## src/rtl/cpu_run_ctrl_if.sv

```systemverilog
// Control bundle between the run controller and the core/debug side.
//   halt_req   : permanent stop request
//   pause_req  : timed pause request, qualified by pause_len
//   pause_len  : pause length in cycles (0 = no pause)
//   stall_req  : pipeline stall-test request
//   cpu_rst    : core reset, active-high
//   cpu_rdy    : core ready / clock enable
//   stall_test : core stall-test control
//   running    : controller is in RUN
//   done       : sticky completion flag
//   cycle_cnt  : number of cycles with cpu_rdy=1
// slave  = controller side (consumes requests, drives core controls)
// master = board/debug side (drives requests, observes controls)
interface cpu_run_ctrl_if #(
    parameter int unsigned CNT_W = 32
);
    logic             halt_req;
    logic             pause_req;
    logic [7:0]       pause_len;
    logic             stall_req;
    logic             cpu_rst;
    logic             cpu_rdy;
    logic             stall_test;
    logic             running;
    logic             done;
    logic [CNT_W-1:0] cycle_cnt;

    modport master (
        output halt_req, pause_req, pause_len, stall_req,
        input  cpu_rst, cpu_rdy, stall_test, running, done, cycle_cnt
    );

    modport slave (
        input  halt_req, pause_req, pause_len, stall_req,
        output cpu_rst, cpu_rdy, stall_test, running, done, cycle_cnt
    );
endinterface

```

## src/rtl/cpu_run_ctrl.sv

```systemverilog
// Run controller for the min_sopc core: holds the core in reset after board
// reset, releases it, runs for a bounded number of ready cycles, supports
// timed pauses through cpu_rdy, and stops on a halt request or budget expiry.
// Ports:
//   clk  : system clock, rising edge
//   rst  : asynchronous active-low reset
//   bus  : cpu_run_ctrl_if.slave (requests in, core controls/status out)
// All outputs come straight from flops; no input reaches an output
// combinationally.
module cpu_run_ctrl #(
    parameter int unsigned RST_HOLD_CYCLES = 8,
    parameter int unsigned RUN_LIMIT       = 50000,
    parameter int unsigned CNT_W           = 32
) (
    input  logic         clk,
    input  logic         rst,
    cpu_run_ctrl_if.slave bus
);

    localparam int unsigned HOLD_W = $clog2(RST_HOLD_CYCLES + 1);

    localparam logic [HOLD_W-1:0] HOLD_LAST = HOLD_W'(RST_HOLD_CYCLES - 1);
    localparam logic [CNT_W-1:0]  CNT_LAST  = CNT_W'(RUN_LIMIT - 1);

    typedef enum logic [1:0] {
        HOLD  = 2'd0,
        RUN   = 2'd1,
        PAUSE = 2'd2,
        DONE  = 2'd3
    } state_e;

    state_e            state_q, state_d;
    logic [HOLD_W-1:0] hold_cnt_q, hold_cnt_d;
    logic [7:0]        pause_cnt_q, pause_cnt_d;
    logic [CNT_W-1:0]  cycle_cnt_q, cycle_cnt_d;
    logic              cpu_rst_q, cpu_rst_d;
    logic              cpu_rdy_q, cpu_rdy_d;
    logic              stall_test_q, stall_test_d;
    logic              running_q, running_d;
    logic              done_q, done_d;

    always_ff @(posedge clk or negedge rst) begin
        if (!rst) begin
            state_q      <= HOLD;
            hold_cnt_q   <= '0;
            pause_cnt_q  <= '0;
            cycle_cnt_q  <= '0;
            cpu_rst_q    <= 1'b1;
            cpu_rdy_q    <= 1'b0;
            stall_test_q <= 1'b0;
            running_q    <= 1'b0;
            done_q       <= 1'b0;
        end else begin
            state_q      <= state_d;
            hold_cnt_q   <= hold_cnt_d;
            pause_cnt_q  <= pause_cnt_d;
            cycle_cnt_q  <= cycle_cnt_d;
            cpu_rst_q    <= cpu_rst_d;
            cpu_rdy_q    <= cpu_rdy_d;
            stall_test_q <= stall_test_d;
            running_q    <= running_d;
            done_q       <= done_d;
        end
    end

    always_comb begin
        state_d      = state_q;
        hold_cnt_d   = hold_cnt_q;
        pause_cnt_d  = pause_cnt_q;
        cycle_cnt_d  = cycle_cnt_q;
        cpu_rst_d    = cpu_rst_q;
        cpu_rdy_d    = cpu_rdy_q;
        stall_test_d = stall_test_q;
        running_d    = running_q;
        done_d       = done_q;

        case (state_q)
            HOLD: begin
                hold_cnt_d   = hold_cnt_q + 1'b1;
                cpu_rst_d    = 1'b1;
                cpu_rdy_d    = 1'b0;
                stall_test_d = 1'b0;
                running_d    = 1'b0;
                done_d       = 1'b0;
                if (hold_cnt_q == HOLD_LAST) begin
                    state_d    = RUN;
                    hold_cnt_d = '0;
                    cpu_rst_d  = 1'b0;
                    cpu_rdy_d  = 1'b1;
                    running_d  = 1'b1;
                end
            end

            RUN: begin
                // The edge that leaves RUN still counts: cpu_rdy was 1 in
                // the cycle that ends at this edge.
                if (cpu_rdy_q) begin
                    cycle_cnt_d = cycle_cnt_q + 1'b1;
                end
                stall_test_d = bus.stall_req;
                if (bus.halt_req || (cycle_cnt_q == CNT_LAST)) begin
                    state_d      = DONE;
                    cpu_rdy_d    = 1'b0;
                    stall_test_d = 1'b0;
                    running_d    = 1'b0;
                    done_d       = 1'b1;
                end else if (bus.pause_req && (bus.pause_len != 8'd0)) begin
                    state_d      = PAUSE;
                    pause_cnt_d  = bus.pause_len;
                    cpu_rdy_d    = 1'b0;
                    stall_test_d = 1'b0;
                    running_d    = 1'b0;
                end
            end

            PAUSE: begin
                pause_cnt_d  = pause_cnt_q - 1'b1;
                stall_test_d = 1'b0;
                if (bus.halt_req) begin
                    state_d   = DONE;
                    cpu_rdy_d = 1'b0;
                    running_d = 1'b0;
                    done_d    = 1'b1;
                end else if (pause_cnt_q == 8'd1) begin
                    state_d   = RUN;
                    cpu_rdy_d = 1'b1;
                    running_d = 1'b1;
                end
            end

            DONE: begin
                // Terminal; only rst leaves this state.
            end

            default: begin
                state_d      = HOLD;
                hold_cnt_d   = '0;
                pause_cnt_d  = '0;
                cycle_cnt_d  = '0;
                cpu_rst_d    = 1'b1;
                cpu_rdy_d    = 1'b0;
                stall_test_d = 1'b0;
                running_d    = 1'b0;
                done_d       = 1'b0;
            end
        endcase
    end

    assign bus.cpu_rst    = cpu_rst_q;
    assign bus.cpu_rdy    = cpu_rdy_q;
    assign bus.stall_test = stall_test_q;
    assign bus.running    = running_q;
    assign bus.done       = done_q;
    assign bus.cycle_cnt  = cycle_cnt_q;

endmodule
```

## src/flat_wrapper.sv

```systemverilog
// flat-port wrapper written by rule: the top's interface ports become plain ports
module cpu_run_ctrl_flat 
#(
    parameter int unsigned RST_HOLD_CYCLES = 8,
    parameter int unsigned RUN_LIMIT       = 50000,
    parameter int unsigned CNT_W           = 32
)
  (clk, rst, bus_halt_req, bus_pause_req, bus_pause_len, bus_stall_req, bus_cpu_rst, bus_cpu_rdy, bus_stall_test, bus_running, bus_done, bus_cycle_cnt);
  cpu_run_ctrl_if #(.CNT_W(CNT_W)) bus_i ();
  input  logic clk;
  input  logic rst;
  input wire logic [$bits(bus_i.halt_req)-1:0] bus_halt_req;
  input wire logic [$bits(bus_i.pause_req)-1:0] bus_pause_req;
  input wire logic [$bits(bus_i.pause_len)-1:0] bus_pause_len;
  input wire logic [$bits(bus_i.stall_req)-1:0] bus_stall_req;
  output wire logic [$bits(bus_i.cpu_rst)-1:0] bus_cpu_rst;
  output wire logic [$bits(bus_i.cpu_rdy)-1:0] bus_cpu_rdy;
  output wire logic [$bits(bus_i.stall_test)-1:0] bus_stall_test;
  output wire logic [$bits(bus_i.running)-1:0] bus_running;
  output wire logic [$bits(bus_i.done)-1:0] bus_done;
  output wire logic [$bits(bus_i.cycle_cnt)-1:0] bus_cycle_cnt;
  assign bus_i.halt_req = bus_halt_req;
  assign bus_i.pause_req = bus_pause_req;
  assign bus_i.pause_len = bus_pause_len;
  assign bus_i.stall_req = bus_stall_req;
  assign bus_cpu_rst = bus_i.cpu_rst;
  assign bus_cpu_rdy = bus_i.cpu_rdy;
  assign bus_stall_test = bus_i.stall_test;
  assign bus_running = bus_i.running;
  assign bus_done = bus_i.done;
  assign bus_cycle_cnt = bus_i.cycle_cnt;
  cpu_run_ctrl #(.RST_HOLD_CYCLES(RST_HOLD_CYCLES), .RUN_LIMIT(RUN_LIMIT), .CNT_W(CNT_W)) u_core (.clk(clk), .rst(rst), .bus(bus_i));
endmodule
```

## config.mk

```make
export PLATFORM = sky130hd
export DESIGN_NAME = cpu_run_ctrl_flat
export DESIGN_NICKNAME = d
export VERILOG_FILES = /design/src/rtl/cpu_run_ctrl_if.sv /design/src/rtl/cpu_run_ctrl.sv /design/src/flat_wrapper.sv
export SDC_FILE = /design/constraint.sdc
export NUM_CORES = 1
export LEC_CHECK = 0
export ABC_AREA = 1
export BUFFER_PORTS_ARGS = -buffer_cell sky130_fd_sc_hd__buf_4
export CORE_ASPECT_RATIO = 1.5
export CORE_UTILIZATION = 60
export DETAILED_ROUTE_END_ITERATION = 10
export PLACE_DENSITY = 0.86
export SYNTH_ARGS = -nofsm -noshare
export SYNTH_HDL_FRONTEND = slang
export SYNTH_SLANG_ARGS = --single-unit
```

## constraint.sdc

```tcl
create_clock -name clk -period 3.6 [get_ports clk]
set_input_delay 0.72 -clock clk [delete_from_list [all_inputs] [get_ports clk]]
set_output_delay 0.72 -clock clk [all_outputs]
set_load 0.1 [all_outputs]
```

## Word-level counts from Yosys, hierarchy flattened

Cells that the tools add are included.

| operators by class | value |
|---|---|
| add/sub/neg operators | 3 |
| mux-type cells | 23 |
| reductions and logical operators | 13 |
| equality and inequality tests | 12 |

Operators with widths:

| kind | count |
|---|---|
| $add A32 B1 Y32 const B | 1 |
| $eq A32 B16 Y1 const B | 1 |
| $mux W8 | 2 |
| $pmux W8 S2 | 1 |
| $mux W1 | 10 |
| $mux W2 | 5 |
| $reduce_and A3 Y1 | 3 |
| $eq A8 B1 Y1 const B | 1 |
| $reduce_bool A8 Y1 | 1 |
| $sub A8 B1 Y8 const B | 1 |
| $ne A2 B1 Y1 const B | 3 |
| $pmux W1 S3 | 2 |
| $pmux W2 S3 | 1 |
| $add A4 B1 Y4 const B | 1 |
| $eq A4 B3 Y1 const B | 1 |
| $mux W4 | 1 |
| $ne A2 B2 Y1 const B | 2 |
| $reduce_and A4 Y1 | 1 |
| $reduce_bool A2 Y1 | 2 |
| $ne A3 B1 Y1 const B | 1 |
| $ne A3 B2 Y1 const B | 1 |
| $reduce_bool A3 Y1 | 1 |
| $eq A2 B1 Y1 const B | 1 |
| $eq A2 B2 Y1 const B | 1 |
| 6 further kinds | 6 |

| storage, ports and cells | value |
|---|---|
| word-level logic and storage cells | 59 |
| bits in registers | 50 |
| input bits | 13 |
| output and inout port bits | 37 |

## Longest topological paths before layout

| depth | value |
|---|---|
| depth in word-level cells | 5 |
| gate-level depth with buffers | 12 |
| mapped depth without buffers | 12 |

## Worst setup path before layout

OpenSTA, ideal clock, no wires.

| timing | value |
|---|---|
| path kind | reg-to-reg |
| start | register u_core.cycle_cnt_q[0], in the netlist u_core.bus.cycle_cnt[0] |
| end | register u_core.pause_cnt_q[0] |
| buffers on the path | 0 |
| required time | 3.534 ns |
| data arrival time | 2.200 ns |
| library setup time | 0.066 ns |
| clock period less this slack | 2.267 ns |
| path slack | 1.333 ns |
| stages on the path, launching flop included | 12 |
| cell sequence | dfrtp_1 ha_1 nand3_1 inv_1 nand3_1 nor2_1 nand2_1 nand2_1 nand2_2 nand3_1 nand2_1 nand2_1 |

| between the ends | value |
|---|---|
| longest elaborated chain between the ends | 4 |

RTL lines:

| what | RTL line | source |
|---|---|---|
| start, declared | cpu_run_ctrl.sv:35 | `logic [CNT_W-1:0] cycle_cnt_q, cycle_cnt_d;` |
| start signal, assigned | cpu_run_ctrl.sv:57 | `cycle_cnt_q <= cycle_cnt_d;` |
| $eq A32 B16 Y1 | cpu_run_ctrl.sv:101 | `if (bus.halt_req \|\| (cycle_cnt_q == CNT_LAST)) begin` |
| $logic_or A1 B1 Y1 | cpu_run_ctrl.sv:101 |  |
| $ne A2 B2 Y1 (no line) | n/a |  |
| $reduce_and A3 Y1 (no line) | n/a |  |
| end signal, assigned | cpu_run_ctrl.sv:56 | `pause_cnt_q <= pause_cnt_d;` |
| end, declared | cpu_run_ctrl.sv:34 | `logic [7:0] pause_cnt_q, pause_cnt_d;` |

Every way passes these cells.
A chain may end at the register's enable or synchronous reset.

## Final worst setup path

| timing | value |
|---|---|
| start | register u_core.state_q[1] |
| end | register u_core.cycle_cnt_q[31], in the netlist u_core.bus.cycle_cnt[31] |

| between the ends | value |
|---|---|
| longest elaborated chain between the ends | 2 |

RTL lines:

| what | RTL line | source |
|---|---|---|
| start, declared | cpu_run_ctrl.sv:32 | `state_e state_q, state_d;` |
| start signal, assigned | cpu_run_ctrl.sv:54 | `state_q <= state_d;` |
| $eq A2 B1 Y1 | cpu_run_ctrl.sv:77 | `case (state_q)` |
| $reduce_and A2 Y1 (no line) | n/a |  |

Every way passes these cells.

==> out/results.tsv <==
stage	metric	value	unit
status	status	complete, no violations	
timing	relSlewSlack	57.9	%
drt	vias	2695	
timing	timing.fmax	502	MHz
worst_setup_path	cp_top_family	simple AND/OR/NAND/NOR gates	
finish	area_growth	18.2	%
timing	slew_viol_final	0	
flow_run	maxCapViolations	0	
drt	routed_wl	6690	µm
clocking	cts_resized	0	
global_routing	grt_overflow	0	
drt	wl_per_cell	13.2	µm
finish	multi_input_area	0.00151	mm²
place	dp_hpwl	5160	µm
clocking	clk_pin_slew	0.09	ns
die	die-height	88.0	µm
clocking	cts_setup_buffers	0	
clocking	htree_levels	2	
drt	dr.pass1.iters	4	
timing	hold_viol	0	
worst_setup_path	endpoint_kind	flop	
worst_setup_path	worstSetupStartpointType	flop	
timing	grt_setup_unrepaired	false	
timing	tightest_slew	0.632	ns
clocking	cts_tree	built	
worst_setup_path	required	3.80	ns
die	start_util	62.1	%
worst_setup_path	path_cells	inv_1, ha_1, nand2_4, nor3_4, nand4_4, nor3_4, nand2_1, nand2_1, nand2_1	
global_routing	antenna_found_initial	0	
global_routing	grt_use_total	27.9	%
finish	nNetsFinal	461	
worst_hold_path	hold_path.class	in2async	
timing	timing.final.crit_share	55.3	%
clocking	clock_sinks	50	
die	ios	50	
finish	antennaDiodeCount	0	
timing	holdWs	0.428	ns
clocking	clk_path_buf_depth	2	
power_and_ir_drop	power_density	609	mW/mm²
global_routing	grt_pass1_vias	2673	
clocking	cts_made_buffers	5	
timing	finalCriticalPeriod	1.99	ns
synthesis	netlist_instances	387	
synthesis	yosysMostFrequentCell	nand2_1	
finish	fin_util	73.4	%
timing	setup_violations	0	
place	io_buffers	49	
die	num_rows	31	
die	coreArea	0.00477	mm²
power_and_ir_drop	p_leak	1.90	nW
global_routing	grt_max_degree	51	
drt	ant_nets	0	
drt	vias_per_cell	5.33	
drt	drt_iter0_markers	122	
timing	clock_skew	0.00845	ns
power_and_ir_drop	power	2.13	mW
synthesis	postSynthNetCount	409	
place	place_ws	1.42	ns
timing	setup_tns	0	ns
synthesis	async_flop_share	100	%
synthesis	synth_top_flop_cell	dfrtp_1	
power_and_ir_drop	vdd_drop_max	0.536	mV
worst_setup_path	cp_data_arrival_time	2.19	ns
synthesis	synth_area_leaders	dfrtp_1 (41%), nand2_1 (15%), nor2_1 (6.3%)	
synthesis	synth.distinct_cells	31	
drt	drc	0	
worst_setup_path	path_buf_inv	1	
synthesis	synth_area	0.00296	mm²
clocking	cts_root_buffer	clkbuf_8	
global_routing	grt_first_pass_wirelength	11100	µm
clocking	clock_latency	0.30	ns
synthesis	synth_commonest_cells	nand2_1 (115), nor2_1 (50), dfrtp_1 (49), inv_1 (47), nand3_1 (24)	
die	chipWidth	59.4	µm
die	die-area	0.00523	mm²
synthesis	ys_ff_latch	50	
synthesis	yosys_warnings	0	
place	gp_congestion	0.930	
worst_setup_path	cp_max_fo	8	
worst_setup_path	critPathKind	reg2reg	
finish	layout-drive-gt1-share	15.5	%
synthesis	synth_edf_count	0	
synthesis	syn_avg_cell_area	7.65	µm²
worst_setup_path	slowest_delay	0.43	ns
worst_setup_path	crit_slowest_cell	dfrtp_1	
clocking	ctsHoldBuffers	0	
finish	n_fill_cell	369	
worst_setup_path	cpMostUsedCell	nand2_1	
worst_setup_path	path_depth	9	
synthesis	synth_top_cell_area_share	41.4	%
synthesis	synth_largest_area_cell	dfrtp_1	
synthesis	yosysSeqAreaShare	42.3	%
timing	fin_ws	1.61	ns
worst_setup_path	r2r_cells	9	
finish	regArea	0.00125	mm²
## report_power, final
part	total, mW	internal [mW]	switching, mW
clock network	0.385	0.208	0.177
registers	0.782	0.678	0.104
logic	0.963	0.266	0.696
total	2.13	1.15	0.977
## path summary, 6_finish.rpt
check | start | endpoint | slack, ns
max | u_core.state_q[1] | u_core.bus.cycle_cnt[31] | 1.61
min | rst | u_core.bus.cycle_cnt[31] | 0.43
min reg2reg | u_core.bus.cpu_rst | u_core.bus.cpu_rst | 0.48
min in group clk | u_core.bus.cpu_rst | u_core.bus.cpu_rst | 0.48
max reg2reg | u_core.state_q[1] | u_core.bus.cycle_cnt[31] | 1.61
max in group asynchronous | rst | u_core.pause_cnt_q[4] | 2.73
## layer usage
layer	track usage, %	routed length (µm)	part of all wire, %	vias up
li1	-	-	-	1324
met1	28.6	2480	37	1268
met2	51.2	3740	56	84
met3	3.84	252	3.8	19
met4	18.4	211	3.2	0
met5	0	0	0	-
## logic make-up after synthesis
logic type / after synthesis / synth area share [%]
and+or+nand+nor: 230 / 35.5
buffers and inverters: 52 / 6.72
DFF: 50 / 42.3
xor gates and xnor gates: 29 / 8.58
AOI/OAI and AO/OA: 16 / 2.75
adders and majority gates: 9 / 3.80
muxes: 1 / 0.338
## stage by stage
| stage | instance area [µm²] | cells |
|---|---|---|
| after floorplan | 2960 | 387 |
| after global placement | 3390 | 498 |
| after global routing | 3500 | 506 |
| after CTS | 3500 | 506 |
| final | 3500 | 506 |
| after detailed placement | 3390 | 498 |
## placed cells by master, fill, tap and decap left out, types with 2 or more instances in the layout
master,instances
xor2_1,20
buf_4,49
nor3_4,2
nor2_1,50
o21ai_0,12
nor3_1,9
nand4_1,17
ha_1,9
clkbuf_8,5
nor2_2,2
nand2_1,115
dfrtp_1,49
xnor2_1,9
nand3_1,24
inv_1,47
a21oi_1,2
nand2_2,2
clkbuf_1,2
## state kept, by name, indices dropped and copies added (netlist names)
signal / flops
u_core.pause_cnt_q: 8
u_core.bus.running: 1
u_core.hold_cnt_q: 4
u_core.bus.cycle_cnt: 32
u_core.bus.done: 1
u_core.state_q: 2
u_core.bus.stall_test: 1
u_core.bus.cpu_rst: 1
## cell type report
cell class,count,share of cell area [%]
Inverter,48,5.15
Tap cell,66,2.36
Timing Repair Buffer,49,10.5
Sequential cell,50,35.8
Clock buffer,7,2.18
Clock inverter,1,0.858
Multi-Input combinational cell,285,43.2
(Power assumes the default switching activity.)
